$ cat src/rtl/credit_pkg.sv
`default_nettype none
// +----------------------------------------------------------------------------+
// | credit_pkg                                                                 |
// | Shared types and helpers for the credit-based link sender/receiver pair.   |
// | Revision: 1.0                                                              |
// +----------------------------------------------------------------------------+
package credit_pkg;

    localparam int DEFAULT_DATA_WIDTH = 8;

    typedef enum logic [1:0] {
        RESET   = 2'd0,
        WAIT_RX = 2'd1,
        ACTIVE  = 2'd2
    } sender_state_e;

    // Bits needed to hold every count from 0 up to and including max_credits.
    function automatic int credit_width(input int max_credits);
        return $clog2(max_credits + 1);
    endfunction

endpackage
`default_nettype wire

$ cat src/rtl/credit_counter.sv
`default_nettype none
// +----------------------------------------------------------------------------+
// | credit_counter                                                             |
// | Saturating credit counter with load/clear and an overflow indication.      |
// | Revision: 1.0                                                              |
// +----------------------------------------------------------------------------+
module credit_counter
    import credit_pkg::*;
#(
    parameter  int MAX_CREDITS = 4,
    localparam int CW          = credit_width(MAX_CREDITS)
) (
    input  logic          clk,
    input  logic          rst_n,
    input  logic          load,
    input  logic [CW-1:0] load_value,
    input  logic          incr,
    input  logic          decr,
    input  logic          clear,
    output logic [CW-1:0] count,
    output logic          overflow
);

    localparam logic [CW-1:0] c_max_credits      = CW'(MAX_CREDITS);
    localparam logic [CW:0]   c_max_credits_wide = (CW+1)'(MAX_CREDITS);

    logic [CW-1:0] r_count;
    logic [CW:0]   w_sum;
    logic [CW:0]   w_sat;

    // One extra bit so a return at full count is visible before saturating.
    always_comb begin
        w_sum = {1'b0, r_count} + {{CW{1'b0}}, incr} - {{CW{1'b0}}, decr};
        w_sat = (w_sum > c_max_credits_wide) ? c_max_credits_wide : w_sum;
    end

    always_ff @(posedge clk or negedge rst_n) begin
        if (!rst_n) begin
            r_count <= '0;
        end else if (clear) begin
            r_count <= '0;
        end else if (load) begin
            r_count <= load_value;
        end else begin
            r_count <= w_sat[CW-1:0];
        end
    end

    assign count    = r_count;
    assign overflow = incr & ~decr & ~clear & ~load & (r_count == c_max_credits);

endmodule
`default_nettype wire

$ cat src/rtl/credit_sender.sv
`default_nettype none
// +----------------------------------------------------------------------------+
// | credit_sender                                                              |
// | Sender side of a credit-based link: ready/valid intake, 1-cycle forward.   |
// | Revision: 1.0                                                              |
// +----------------------------------------------------------------------------+
module credit_sender
    import credit_pkg::*;
#(
    parameter  int DATA_WIDTH  = DEFAULT_DATA_WIDTH,
    parameter  int MAX_CREDITS = 4,
    localparam int CW          = credit_width(MAX_CREDITS)
) (
    input  logic                  clk,
    input  logic                  rst_n,
    output logic                  push_ready,
    input  logic                  push_valid,
    input  logic [DATA_WIDTH-1:0] push_data,
    output logic                  pop_valid,
    output logic [DATA_WIDTH-1:0] pop_data,
    input  logic                  pop_credit,
    output logic                  pop_credit_stall,
    output logic                  pop_sender_in_reset,
    input  logic                  pop_receiver_in_reset,
    input  logic [CW-1:0]         credit_initial,
    input  logic [CW-1:0]         credit_withhold,
    output logic [CW-1:0]         credit_count,
    output logic                  credit_available,
    output logic                  credit_overflow_err
);

    localparam logic [CW-1:0] c_max_credits = CW'(MAX_CREDITS);

    sender_state_e         r_state;
    sender_state_e         w_state_next;
    logic                  w_ready;
    logic                  w_stall;
    logic                  w_load;
    logic                  w_clear;
    logic                  w_incr;
    logic                  w_accept;
    logic                  w_available;
    logic                  w_ovf_pulse;
    logic [CW-1:0]         w_count;
    logic                  r_pop_valid;
    logic [DATA_WIDTH-1:0] r_pop_data;
    logic                  r_sender_in_reset;
    logic                  r_overflow_err;

    always_ff @(posedge clk or negedge rst_n) begin
        if (!rst_n) begin
            r_state <= RESET;
        end else begin
            r_state <= w_state_next;
        end
    end

    always_comb begin
        w_state_next = r_state;
        w_ready      = 1'b0;
        w_stall      = 1'b1;
        w_load       = 1'b0;
        w_clear      = 1'b0;
        case (r_state)
            RESET: begin
                w_state_next = WAIT_RX;
            end
            WAIT_RX: begin
                if (!pop_receiver_in_reset) begin
                    w_state_next = ACTIVE;
                    w_load       = 1'b1;
                end
            end
            ACTIVE: begin
                w_ready = w_available & ~pop_receiver_in_reset;
                w_stall = (w_count == c_max_credits);
                // Far side went into reset: forget all credits, they get reissued.
                if (pop_receiver_in_reset) begin
                    w_state_next = WAIT_RX;
                    w_clear      = 1'b1;
                end
            end
            default: begin
                w_state_next = RESET;
            end
        endcase
    end

    assign w_available = (w_count > credit_withhold);
    assign w_accept    = push_valid & w_ready;
    assign w_incr      = pop_credit & (r_state == ACTIVE);

    credit_counter #(
        .MAX_CREDITS (MAX_CREDITS)
    ) u_counter (
        .clk        (clk),
        .rst_n      (rst_n),
        .load       (w_load),
        .load_value (credit_initial),
        .incr       (w_incr),
        .decr       (w_accept),
        .clear      (w_clear),
        .count      (w_count),
        .overflow   (w_ovf_pulse)
    );

    always_ff @(posedge clk or negedge rst_n) begin
        if (!rst_n) begin
            r_sender_in_reset <= 1'b1;
            r_pop_valid       <= 1'b0;
            r_pop_data        <= '0;
            r_overflow_err    <= 1'b0;
        end else begin
            r_sender_in_reset <= 1'b0;
            r_pop_valid       <= w_accept;
            if (w_accept) begin
                r_pop_data <= push_data;
            end
            if (w_ovf_pulse) begin
                r_overflow_err <= 1'b1;
            end
        end
    end

    assign push_ready          = w_ready;
    assign pop_credit_stall    = w_stall;
    assign pop_valid           = r_pop_valid;
    assign pop_data            = r_pop_data;
    assign pop_sender_in_reset = r_sender_in_reset;
    assign credit_count        = w_count;
    assign credit_available    = w_available;
    assign credit_overflow_err = r_overflow_err;

endmodule
`default_nettype wire

$ cat config.mk
export PLATFORM = sky130hd
export DESIGN_NAME = credit_sender
export DESIGN_NICKNAME = d
export VERILOG_FILES = /design/src/rtl/credit_pkg.sv /design/src/rtl/credit_counter.sv /design/src/rtl/credit_sender.sv
export SDC_FILE = /design/constraint.sdc
export NUM_CORES = 1
export LEC_CHECK = 0
export BUFFER_PORTS_ARGS = -buffer_cell sky130_fd_sc_hd__buf_2
export CAP_MARGIN = 5
export CORE_MARGIN = 10
export CORE_UTILIZATION = 47
export DETAILED_ROUTE_END_ITERATION = 16
export PLACE_DENSITY_LB_ADDON = 0.1
export RECOVER_POWER = 25
export SETUP_SLACK_MARGIN = 0.1
export SLEW_MARGIN = 40
export SYNTH_ARGS = -nofsm -noshare
export SYNTH_HDL_FRONTEND = slang
export SYNTH_SLANG_ARGS = --single-unit
$ cat constraint.sdc
create_clock -name clk -period 4.3 [get_ports clk]
set_clock_uncertainty 0.05 [all_clocks]
set_input_delay 0.43 -clock clk [delete_from_list [all_inputs] [get_ports clk]]
set_output_delay 0.43 -clock clk [all_outputs]
set_load 0.01 [all_outputs]
# == Word level (Yosys, flattened, before mapping) ==
# Index checks and enable logic that the tools add are counted.
# totals
word_cells,40
out_inout_bits,17
input_bits,19
reg_bits,16
# classes
reduce_logical,2
eq_ne,5
n_lt_le_gt_ge,2
n_bitwise,11
mux,12
add_sub_neg,2
# ops
cell,n
3-bit two-way mux,3
1-bit bitwise AND,7
1-bit two-way mux,6
2-bit one-hot mux with 3 select lines,1
3-bit by 1-bit adder with 4-bit output,1
"4-bit by 3-bit greater-than comparator with 1-bit output, second input constant",1
2-bit two-way mux,2
"2-bit inequality test, second input constant",2
1-bit NOT,4
4-bit by 1-bit subtractor with 4-bit output,1
"3-bit == test, second input constant",1
3-bit greater-than comparator,1
"2-bit by 1-bit == test with 1-bit output, second input constant",1
"2-bit == test, second input constant",1
2-bit zero test,1
2-bit AND reduction,1

# == Depth between registers and ports, before layout ==
# Gate-level depths: netlist of the first run.
# depth
ltp_word,9
ltp_mapped,15
mapped_depth_nobuf,15

# == Hierarchy ==
# From an unflattened synthesis of the first run, not the netlist that was laid out.
# hier_totals
hier_cells,81
area_unflattened_um2,888.4
# by_module_without_submodules
module,cells_each,area_per_inst_um2,instances,seq_area_each_um2
credit_sender,48,595.6,1,326.6
credit_counter,33,292.8,1,75.1

# == Worst setup path before layout of the first run ==
# OpenSTA, ideal clock, no wires.
# synth_path
path_type,register to register
from,"reg u_counter.r_count[2], in the netlist u_counter.count[2]"
to,"reg u_counter.r_count[1], in the netlist u_counter.count[1]"
path_buffers,0
synth_period_minus_slack_ns,3.078
slack_ns,1.222
setup_ns,0.082
required_time_ns,4.168
arrival_ns,2.946
path_stages_with_launch,13
cell_sequence,dfrtp_1 -> ha_1 -> nand3_1 -> nand4_4 -> a21oi_4 -> inv_1 -> ha_1 -> inv_1 -> ha_1 -> inv_1 -> fa_1 -> or4_1 -> a31oi_1
# synth_between
elab_chain_len,9
word_cells_on_any_way,10
cone_classes,add/sub: 2; order compare: 2; mux: 4; bitwise: 2
# synth_rtl
item,line,source
from (decl),credit_counter.sv:27,logic [CW-1:0] r_count;
from (signal assigned),credit_counter.sv:43,r_count <= load_value;
from (signal assigned),credit_counter.sv:45,r_count <= w_sat[CW-1:0];
3-bit greater-than comparator *,credit_sender.sv:89,assign w_available = (w_count > credit_withhold);
1-bit bitwise AND *,credit_sender.sv:75,w_ready = w_available & ~pop_receiver_in_reset;
1-bit two-way mux *,credit_sender.sv:64,case (r_state)
1-bit bitwise AND *,credit_sender.sv:90,assign w_accept = push_valid & w_ready;
named net u_counter.decr,credit_counter.sv:18,"input logic decr,"
4-bit by 1-bit subtractor with 4-bit output *,credit_counter.sv:33,"w_sum = {1'b0, r_count} + {{CW{1'b0}}, incr} - {{CW{1'b0}}, decr};"
4-bit by 3-bit greater-than comparator with 1-bit output,credit_counter.sv:34,w_sat = (w_sum > c_max_credits_wide) ? c_max_credits_wide : w_sum;
3-bit two-way mux *,credit_counter.sv:34,
3-bit two-way mux *,credit_counter.sv:42,end else if (load) begin
3-bit two-way mux *,credit_counter.sv:40,end else if (clear) begin
# Mark *: on every way through the listed nets, which the timed path passes. The rest lies on a longest branch.
# A chain may end at the register's enable or synchronous reset.

# == Worst setup path in the final report of the first run ==
# Ends and elaborated chain as after synthesis.

==> flow_metrics.env, run 1 <==
export IMPL_n_antenna_cell=0
export IMPL_crit_slowest_cell="or4_1"
export IMPL_p_leak_nw=0.613
export IMPL_io_pins=36
export IMPL_avgSynthCellArea_um2=11.2
export IMPL_cts_sinks=16
export IMPL_grt_overflow=0
export IMPL_yosys_top_cells_area="dfrtp_1, ha_1, mux2_2, inv_1, dfstp_2"
export IMPL_via_per_inst=5.01
export IMPL_final_max_slew_viol_count=0
export IMPL_max_slew_margin_pct=42.4
export IMPL_wl_met2_um=1080
export IMPL_cts_buffers=3
export IMPL_ff_latch_area_um2=402
export IMPL_multiInputGateArea_um2=482
export IMPL_htree_levels=1
export IMPL_synth_top_family_by_area="simple AND/OR/NAND/NOR gates"
export IMPL_timing_fmax_mhz=300
export IMPL_final_period_utilization_pct=77.6
export IMPL_hpwl_um=1760
export IMPL_port_buffers=35
export IMPL_cp_slowest_stage_delay_ns=0.54
export IMPL_num_rows=16
export IMPL_syn_area_um2=928
export IMPL_synth_seq_cells=16
export IMPL_period_minus_slack_ns=3.34
export IMPL_drtAntennaViolNets=0
export IMPL_synth_top_area_cell="dfrtp_1"
export IMPL_cpLargestDelayFamily="adder cells"
export IMPL_antenna_found_initial=0
export IMPL_grt_max_degree=17
export IMPL_worstSetupPathType="flip-flop to flip-flop"
export IMPL_cp_arrival_ns=3.49
export IMPL_grt_pass1_vias=855
export IMPL_start_util_pct=48.3
export IMPL_avgRoutedWirePerCell_um=14.2
export IMPL_drcViolationCount=0
export IMPL_area_growth_pct=27.4
export IMPL_startpoint_type="flip-flop"
export IMPL_whs_ns=0.319
export IMPL_post_cts_resized=0
export IMPL_grtUsageTotal_pct=10.6
export IMPL_hp_class="input pin to flip-flop"
export IMPL_rsz0062_at_grt="no"
export IMPL_setup_violations=0
export IMPL_yosysWarningCount=0
export IMPL_netlist_instances=83
export IMPL_synth_seq_area_share_pct=43.3
export IMPL_irDropWorstVdd_uv=300
export IMPL_r2r_start="u_counter.count[2]$_DFF_PN0_"
export IMPL_wl_met1_um=906
export IMPL_routed_wl_um=2130
export IMPL_path_buf_inv=3
export IMPL_worstPathMaxFanout=11
export IMPL_routed_top_layer="met4"
export IMPL_yosysTopAreaCellShare_pct=40.4
export IMPL_outcome="completed"
export IMPL_route_met3_wl_um=129
export IMPL_hp_start="push_data[0]"
export IMPL_drive_gt1_share_pct=43.1
export IMPL_die_area_um2=4150
export IMPL_layout_setup_ws_ns=0.963
export IMPL_hold_viol_final=0
export IMPL_cp_end_kind="flip-flop"
export IMPL_post_cts_buffers=0
export IMPL_synth_edf_count=0
export IMPL_dr_pass1_iters=4
export IMPL_cts_max_path_buffers=2
export IMPL_synth_compound_area_share_pct=10.4
export IMPL_crit_start="u_counter.count[2]$_DFF_PN0_"
export IMPL_synthXorXnorAreaFrac_pct=1.89
export IMPL_die_h_um=64.4
export IMPL_ys_types=34
export IMPL_nFillCells=181
export IMPL_crit_chain="ha_1, nand3_1, nand4_4, a21oi_4, inv_1, ha_1, inv_1, ha_1, inv_1, fa_1, or4_1, a31oi_1"
export IMPL_power_density_nw_per_um2=514
export IMPL_grt_pass1_wl_um=3580
export IMPL_ys_async_sr_fraction_pct=100
export IMPL_cts_tree="done"
export IMPL_dp_slack_ns=0.895
export IMPL_setup_tns_ns=0
export IMPL_worst_pin_slew_ns=0.864
export IMPL_die_w_um=64.4
export IMPL_synthMuxAreaShare_pct=9.70
export IMPL_initialDrtViolationCount=11
export IMPL_synth_adder_area_share_pct=12.9
export IMPL_clk_pin_slew_ns=0.10
export IMPL_cp_required_ns=4.46
export IMPL_syn_nets=111
export IMPL_clk_latency_ns=0.28
export IMPL_clockRootBuffer="clkbuf_4"
export IMPL_vias=752
export IMPL_yosys_area_share_simple_pct=16.6
export IMPL_final_nets=152
export IMPL_hold_buffers=1
export IMPL_power_w=0.000607
export IMPL_gp_congestion=0.875
export IMPL_ys_flop_type="dfrtp_1"
export IMPL_coreArea_um2=1920
export IMPL_cap_violations=0
[final cells by class]
type                            instances  area share [%]
Multi-Input combinational cell         55            40.7
Timing Repair Buffer                   36            15.6
Clock buffer                            4            3.07
Sequential cell                        16            34.0
Inverter                               12            3.81
Tap cell                               27            2.86
[placed cells by master (no fill, tap or decap), types with 2 or more instances in the layout]
| cell | count |
|---|---|
| clkbuf_4 | 3 |
| buf_2 | 34 |
| mux2_2 | 8 |
| dfrtp_1 | 15 |
| a21oi_1 | 2 |
| ha_1 | 8 |
| inv_1 | 12 |
| o21ai_0 | 2 |
| or2b_1 | 2 |
| a31oi_1 | 3 |
| nand2_1 | 6 |
[metrics by stage]
step	utilization, %	instances	cell area [µm²]
6_report	61.5	150	1180
5_1_grt	61.5	150	1180
4_1_cts	61.6	150	1180
3_5_place_dp	59.2	145	1140
3_3_place_gp	59.2	145	1140
2_1_floorplan	-	83	928
[logic make-up after synthesis]
group	Yosys count
XOR/XNOR	2
flip-flops	16
AND/OR/NAND/NOR	22
adder cells (fa/ha/maj)	9
buffers and inverters	12
other	1
multiplexers	8
AO/OA/AOI/OAI	13
[where the power goes]
group	internal, W	switching, W	total, W
Clock	0.0000515	0.0000486	0.000100
Combinational	0.000130	0.000144	0.000274
Sequential	0.000195	0.0000383	0.000233
Total	0.000376	0.000231	0.000607
[worst reg2reg max path: stages, from the launching register on]
cell and delay (ns):
dfrtp_1 0.48, ha_1 0.34, nand3_1 0.16, nand4_4 0.12, a21oi_4 0.33, inv_1 0.09
ha_1 0.30, inv_1 0.06, ha_1 0.15, inv_1 0.05, fa_1 0.43, or4_1 0.54
a31oi_1 0.16
[metal layers]
metal / vias up / track usage [%]
met4: 0 / 3.21
met2: 19 / 18.8
met3: 2 / 4.30
met5: - / 0
met1: 360 / 11.1
li1: 371 / -
[flip-flops by register name, indices dropped and copies added, names as in the netlist]
signal and flops:
pop_data 8, pop_valid 1, pop_sender_in_reset 1, r_state 2, credit_overflow_err 1, u_counter.count 3
[cells in the mapped netlist, types with 2 or more instances]
cell	instances
dfrtp_1	15
inv_1	12
ha_1	8
mux2_2	8
nand2_1	6
a31oi_1	3
a21oi_1	2
o21ai_0	2
or2b_1	2
[worst paths after layout]
| kind | cells past startpoint | slack (ns) | endpoint |
|---|---|---|---|
| max reg2reg | 12 | 0.96 | u_counter.count[1]$_DFF_PN0_ |
| min reg2reg | 1 | 0.44 | credit_overflow_err$_DFFE_PN0P_ |
| min in group asynchronous | 2 | 0.72 | u_counter.count[2]$_DFF_PN0_ |
| min | 2 | 0.32 | pop_data[0]$_DFFE_PN0P_ |
| max | 12 | 0.96 | u_counter.count[1]$_DFF_PN0_ |
| max in group asynchronous | 2 | 2.96 | r_state[0]$_DFFE_PN0P_ |
(Power assumes the default switching activity.)
==> inputs of run 2 (changes only) <==
- clock period: 4.3 -> 3.25 ns (I/O delays scaled with it)
==> run 2 against run 1 <==
Against the previous run: clock-buffer cell count did not move; flip-flop and latch count did not move; cell count rose by 3.3%; clock power rose by 31%; largest power group unchanged.
==> flow_metrics.env, run 2 (synthesis gave the netlist of run 1 again) <==
export IMPL_r2r_start="u_counter.count[1]$_DFF_PN0_"
export IMPL_startpoint_type="flip-flop"
export IMPL_grt_pass1_wl_um=3370
export IMPL_hold_viol_final=0
export IMPL_port_buffers=35
export IMPL_grt_pass1_vias=767
export IMPL_hp_start="push_data[2]"
export IMPL_crit_slowest_cell="or4_1"
export IMPL_drcViolationCount=0
export IMPL_via_per_inst=4.82
export IMPL_rsz0062_at_grt="no"
export IMPL_final_period_utilization_pct=92.8
export IMPL_cts_max_path_buffers=2
export IMPL_worst_hold_path_endpoint="pop_data[2]$_DFFE_PN0P_"
export IMPL_grt_overflow=0
export IMPL_layout_setup_ws_ns=0.233
export IMPL_num_rows=16
export IMPL_n_antenna_cell=0
export IMPL_cts_sinks=16
export IMPL_p_leak_nw=0.638
export IMPL_fin_util_pct=64.0
export IMPL_power_density_nw_per_um2=687
export IMPL_initialDrtViolationCount=16
export IMPL_die_h_um=64.4
export IMPL_whs_ns=0.212
export IMPL_rrSetupSlack_ns=0.23
export IMPL_cap_violations=0
export IMPL_htree_levels=1
export IMPL_routed_wl_um=2180
export IMPL_final_max_slew_viol_count=0
export IMPL_cp_end_kind="flip-flop"
export IMPL_coreArea_um2=1920
export IMPL_crit_chain="ha_1, nor2b_2, o21ai_2, a21oi_4, inv_1, ha_1, inv_1, ha_1, inv_1, fa_1, or4_1, a31oi_1"
export IMPL_period_minus_slack_ns=3.02
export IMPL_grtUsageTotal_pct=10.1
export IMPL_drtAntennaViolNets=0
export IMPL_start_util_pct=48.3
export IMPL_io_pins=36
export IMPL_setup_tns_ns=0
export IMPL_detailed_place_area_um2=1140
export IMPL_vias=747
export IMPL_worstSetupPathType="flip-flop to flip-flop"
export IMPL_whs_path_depth=2
export IMPL_antenna_found_initial=0
export IMPL_worstPathMaxFanout=4
export IMPL_worst_pin_slew_ns=0.820
export IMPL_largest_reg_flops=8
export IMPL_hpwl_um=1740
export IMPL_final_nets=157
export IMPL_cp_required_ns=3.41
export IMPL_hp_class="input pin to flip-flop"
export IMPL_rr_worst_depth=12
export IMPL_cts_buffers=3
export IMPL_clockRootBuffer="clkbuf_4"
export IMPL_cts_tree="done"
export IMPL_area_growth_pct=32.5
export IMPL_grt_max_degree=17
export IMPL_path_buf_inv=3
export IMPL_clk_latency_ns=0.29
export IMPL_dp_slack_ns=0.165
export IMPL_setup_violations=0
export IMPL_gp_congestion=0.865
export IMPL_cp_slowest_stage_delay_ns=0.53
export IMPL_layout_commonest_cell="buf_2"
export IMPL_max_slew_margin_pct=45.3
export IMPL_layout_common_cells="buf_2, dfrtp_1, inv_1"
export IMPL_postLayoutCellArea_um2=1230
export IMPL_cpLargestDelayFamily="adder cells"
export IMPL_irDropWorstVdd_uv=415
export IMPL_drive_gt1_share_pct=48.4
export IMPL_cp_arrival_ns=3.17
export IMPL_die_w_um=64.4
export IMPL_die_area_um2=4150
export IMPL_rr_endpoint="u_counter.count[1]$_DFF_PN0_"
export IMPL_dr_pass1_iters=4
export IMPL_timing_fmax_mhz=331
export IMPL_clk_pin_slew_ns=0.10
export IMPL_outcome="completed"
export IMPL_avgRoutedWirePerCell_um=14.1
## run 2: worst max path at each step
stage / start / endpoint / slack [ns] / depth (start not counted)
final: u_counter.count[1]$_DFF_PN0_ / u_counter.count[1]$_DFF_PN0_ / 0.23 / 12
after global routing: u_counter.count[1]$_DFF_PN0_ / u_counter.count[1]$_DFF_PN0_ / 0.1 / 12
after CTS: u_counter.count[2]$_DFF_PN0_ / u_counter.count[1]$_DFF_PN0_ / 0.13 / 12
after detailed placement: u_counter.count[2]$_DFF_PN0_ / u_counter.count[1]$_DFF_PN0_ / 0.16 / 12
after global placement: u_counter.count[2]$_DFF_PN0_ / u_counter.count[1]$_DFF_PN0_ / 0.27 / 12
after floorplan: u_counter.count[2]$_DFF_PN0_ / u_counter.count[1]$_DFF_PN0_ / 0.17 / 12
## run 2: worst register-to-register path, cell delays in order (launching register included)
cell	delay, ns
dfrtp_2	0.45
ha_1	0.32
nor2b_2	0.16
o21ai_2	0.08
a21oi_4	0.15
inv_1	0.05
ha_1	0.28
inv_1	0.06
ha_1	0.16
inv_1	0.06
fa_1	0.44
or4_1	0.53
a31oi_1	0.16
## run 2: area by class of cell
cell class | instances | area, µm²
Timing Repair Buffer | 41 | 221
Multi-Input combinational cell | 55 | 489
Tap cell | 27 | 33.8
Clock buffer | 4 | 36.3
Inverter | 12 | 45.0
Fill cell | 186 | 692
Sequential cell | 16 | 404
## run 2: power breakdown
part	internal [W]	switching, W
Sequential	0.000259	0.0000434
Combinational	0.000197	0.000214
Clock	0.0000681	0.0000630
## run 2: per-layer routing
layer | global-route usage, % | share of wire, % | wire [µm] | up-vias
met5 | 0 | 0 | 0 | -
met4 | 2.41 | 0.41 | 9 | 0
met3 | 6.87 | 11 | 241 | 2
met2 | 17.5 | 50 | 1090 | 23
met1 | 9.80 | 38 | 834 | 349
li1 | - | - | - | 373
## run 2: metrics by stage
stage               std cells  total power [W]
floorplan                  83         0.000547
global placement          146         0.000674
detailed placement        146         0.000682
CTS                       151         0.000817
global route              155         0.000905
finish                    155         0.000845
## run 2: repair_timing
action	4_1_cts	5_1_grt
hold endpoints to repair	15	0
endpoints found under the setup margin	0	2
hold buffers	1	0
setup buffers	0	4
resized for setup	0	4
==> inputs of run 3 (changes only) <==
- ABC_AREA: default -> 1
- CORE_UTILIZATION: 47 -> 48
==> run 3 against run 2 <==
Against the previous run: via count up 19%; power up 19%; sequential share of layout area down 0.17 points; die area up 2.8%; critical path depth up 3; clock-buffer cell count unchanged; wire length up 9.1%; largest cell class unchanged; highest routed layer unchanged.
==> flow_metrics.env, run 3 <==
export IMPL_rsz0062_at_grt="no"
export IMPL_hold_viol_final=0
export IMPL_vias=886
export IMPL_whs_path_depth=3
export IMPL_ys_flop_type="dfrtp_1"
export IMPL_yosys_top_cells_area="dfrtp_1, nand2_1, ha_1, inv_1, nand4_1"
export IMPL_routed_wl_um=2380
export IMPL_layout_commonest_cell="buf_2"
export IMPL_worstPathMaxFanout=10
export IMPL_io_pins=36
export IMPL_irDropWorstVdd_uv=406
export IMPL_yosysWarningCount=0
export IMPL_synth_top_area_cell="dfrtp_1"
export IMPL_detailed_place_area_um2=1180
export IMPL_rr_worst_depth=15
export IMPL_worst_pin_slew_ns=0.882
export IMPL_gp_congestion=0.769
export IMPL_via_per_inst=4.84
export IMPL_final_period_utilization_pct=86.2
export IMPL_avgSynthCellArea_um2=8.37
export IMPL_dp_cells=178
export IMPL_synth_seq_cells=16
export IMPL_area_growth_pct=24.5
export IMPL_setup_tns_ns=0
export IMPL_cts_buffers=3
export IMPL_n_antenna_cell=0
export IMPL_num_rows=16
export IMPL_grt_pass1_wl_um=4200
export IMPL_synth_seq_area_share_pct=40.7
export IMPL_initialDrtViolationCount=16
export IMPL_grt_overflow=0
export IMPL_port_buffers=35
export IMPL_drive_gt1_share_pct=30.8
export IMPL_worstSetupPathType="flip-flop to flip-flop"
export IMPL_synth_most_common_cell="nand2_1"
export IMPL_final_nets=185
export IMPL_cap_violations=0
export IMPL_p_leak_nw=0.721
export IMPL_timing_fmax_mhz=357
export IMPL_switching_power_w=0.000449
export IMPL_ys_async_sr_fraction_pct=100
export IMPL_start_util_pct=50.3
export IMPL_comb_power_share_pct=54.1
export IMPL_die_h_um=65.4
export IMPL_power_density_nw_per_um2=821
export IMPL_grt_pass1_vias=960
export IMPL_p_int_w=0.000560
export IMPL_ys_types=27
export IMPL_startpoint_type="flip-flop"
export IMPL_netlist_instances=118
export IMPL_cp_arrival_ns=2.94
export IMPL_syn_area_um2=987
export IMPL_max_slew_margin_pct=41.2
export IMPL_die_area_um2=4270
export IMPL_die_w_um=65.4
export IMPL_grtUsageTotal_pct=11.8
export IMPL_clk_latency_ns=0.28
export IMPL_clockRootBuffer="clkbuf_4"
export IMPL_syn_nets=146
export IMPL_dr_pass1_iters=4
export IMPL_coreArea_um2=1960
export IMPL_hp_class="input pin to flip-flop"
export IMPL_yosysTopAreaCellShare_pct=38.0
export IMPL_setup_violations=0
export IMPL_layout_setup_ws_ns=0.447
export IMPL_grt_max_degree=17
export IMPL_power_frac_seq_pct=32.7
export IMPL_finalNonFillerCells=183
export IMPL_cp_end_kind="flip-flop"
export IMPL_hpwl_um=1970
export IMPL_antenna_found_initial=0
export IMPL_dp_slack_ns=0.437
export IMPL_avgRoutedWirePerCell_um=13.0
export IMPL_post_cts_buffers=0
export IMPL_drtAntennaViolNets=0
export IMPL_drcViolationCount=0
export IMPL_cp_required_ns=3.38
export IMPL_largest_reg_flops=8
export IMPL_p_clk_share_pct=13.2
export IMPL_postLayoutCellArea_um2=1230
export IMPL_power_w=0.00101
export IMPL_cts_sinks=16
export IMPL_outcome="completed"
export IMPL_cts_max_path_buffers=2
export IMPL_synth_edf_count=0
export IMPL_final_max_slew_viol_count=0
export IMPL_layout_common_cells="buf_2, nand2_1, inv_1"
export IMPL_clk_pin_slew_ns=0.10
export IMPL_swShare_pct=44.5
export IMPL_cts_tree="done"
export IMPL_synth_commonest_cells="nand2_1, inv_1, dfrtp_1"
export IMPL_htree_levels=1
export IMPL_period_minus_slack_ns=2.80
## run 3: worst max-delay path: stages (launching register included)
cell and delay (ns):
dfrtp_1 0.42, ha_1 0.34, nand2_1 0.06, nand2_1 0.09, inv_1 0.05, nand2_2 0.07, nand4_4 0.16, ha_1 0.34
inv_1 0.06, ha_1 0.17, inv_1 0.06, fa_1 0.38, xor2_1 0.18, nand2_1 0.07, o21bai_1 0.15, inv_1 0.05
## run 3: kinds of logic after synthesis
family / share of synthesized area [%]
simple gates: 30.9
compound gates: 5.32
other cells: 0.380
xor+xnor: 0.887
fa+ha+maj: 12.2
flops: 40.7
buf+inv: 9.63
## run 3: final timing paths
kind	start	to	slack (ns)
min reg2reg	credit_overflow_err$_DFFE_PN0P_	credit_overflow_err$_DFFE_PN0P_	0.43
max	u_counter.count[2]$_DFF_PN0_	u_counter.count[2]$_DFF_PN0_	0.45
min in group asynchronous	rst_n	u_counter.count[2]$_DFF_PN0_	0.61
max in group asynchronous	rst_n	pop_data[2]$_DFFE_PN0P_	1.99
min	push_data[4]	pop_data[4]$_DFFE_PN0P_	0.24
max reg2reg	u_counter.count[2]$_DFF_PN0_	u_counter.count[2]$_DFF_PN0_	0.45
## run 3: what timing repair did
action | CTS | global route
resized for setup | 0 | 0
endpoints found under the hold margin | 15 | 0
hold buffers | 1 | 0
## run 3: layer usage
layer  routed length (µm)  global-route usage [%]
met1                 1010                    13.2
met2                 1180                    20.7
met3                  183                    4.24
met5                    0                       0
met4                    9                    3.21
## run 3: final cells by class
class,instances,area (µm²)
Tap cell,27,33.8
Timing Repair Buffer,36,184
Fill cell,204,733
Sequential cell,16,402
Multi-Input combinational cell,78,490
Clock buffer,4,36.3
Inverter,22,82.6
## run 3: stage by stage
stage	utilization, %	hold WS, ns
floorplan	-	-0.0206
global placement	60.3	0.213
detailed placement	60.3	0.211
CTS	62.7	0.230
global route	62.6	0.237
finish	62.6	0.240
## run 3: power by group through the flow
stage,sequential [W],clock [W],combinational (W)
global placement,0.000332,0,0.000530
CTS,0.000330,0.000139,0.000555
detailed placement,0.000334,0,0.000553
finish,0.000330,0.000133,0.000546
floorplan,0.000360,0,0.000352
global route,0.000343,0.000147,0.000622
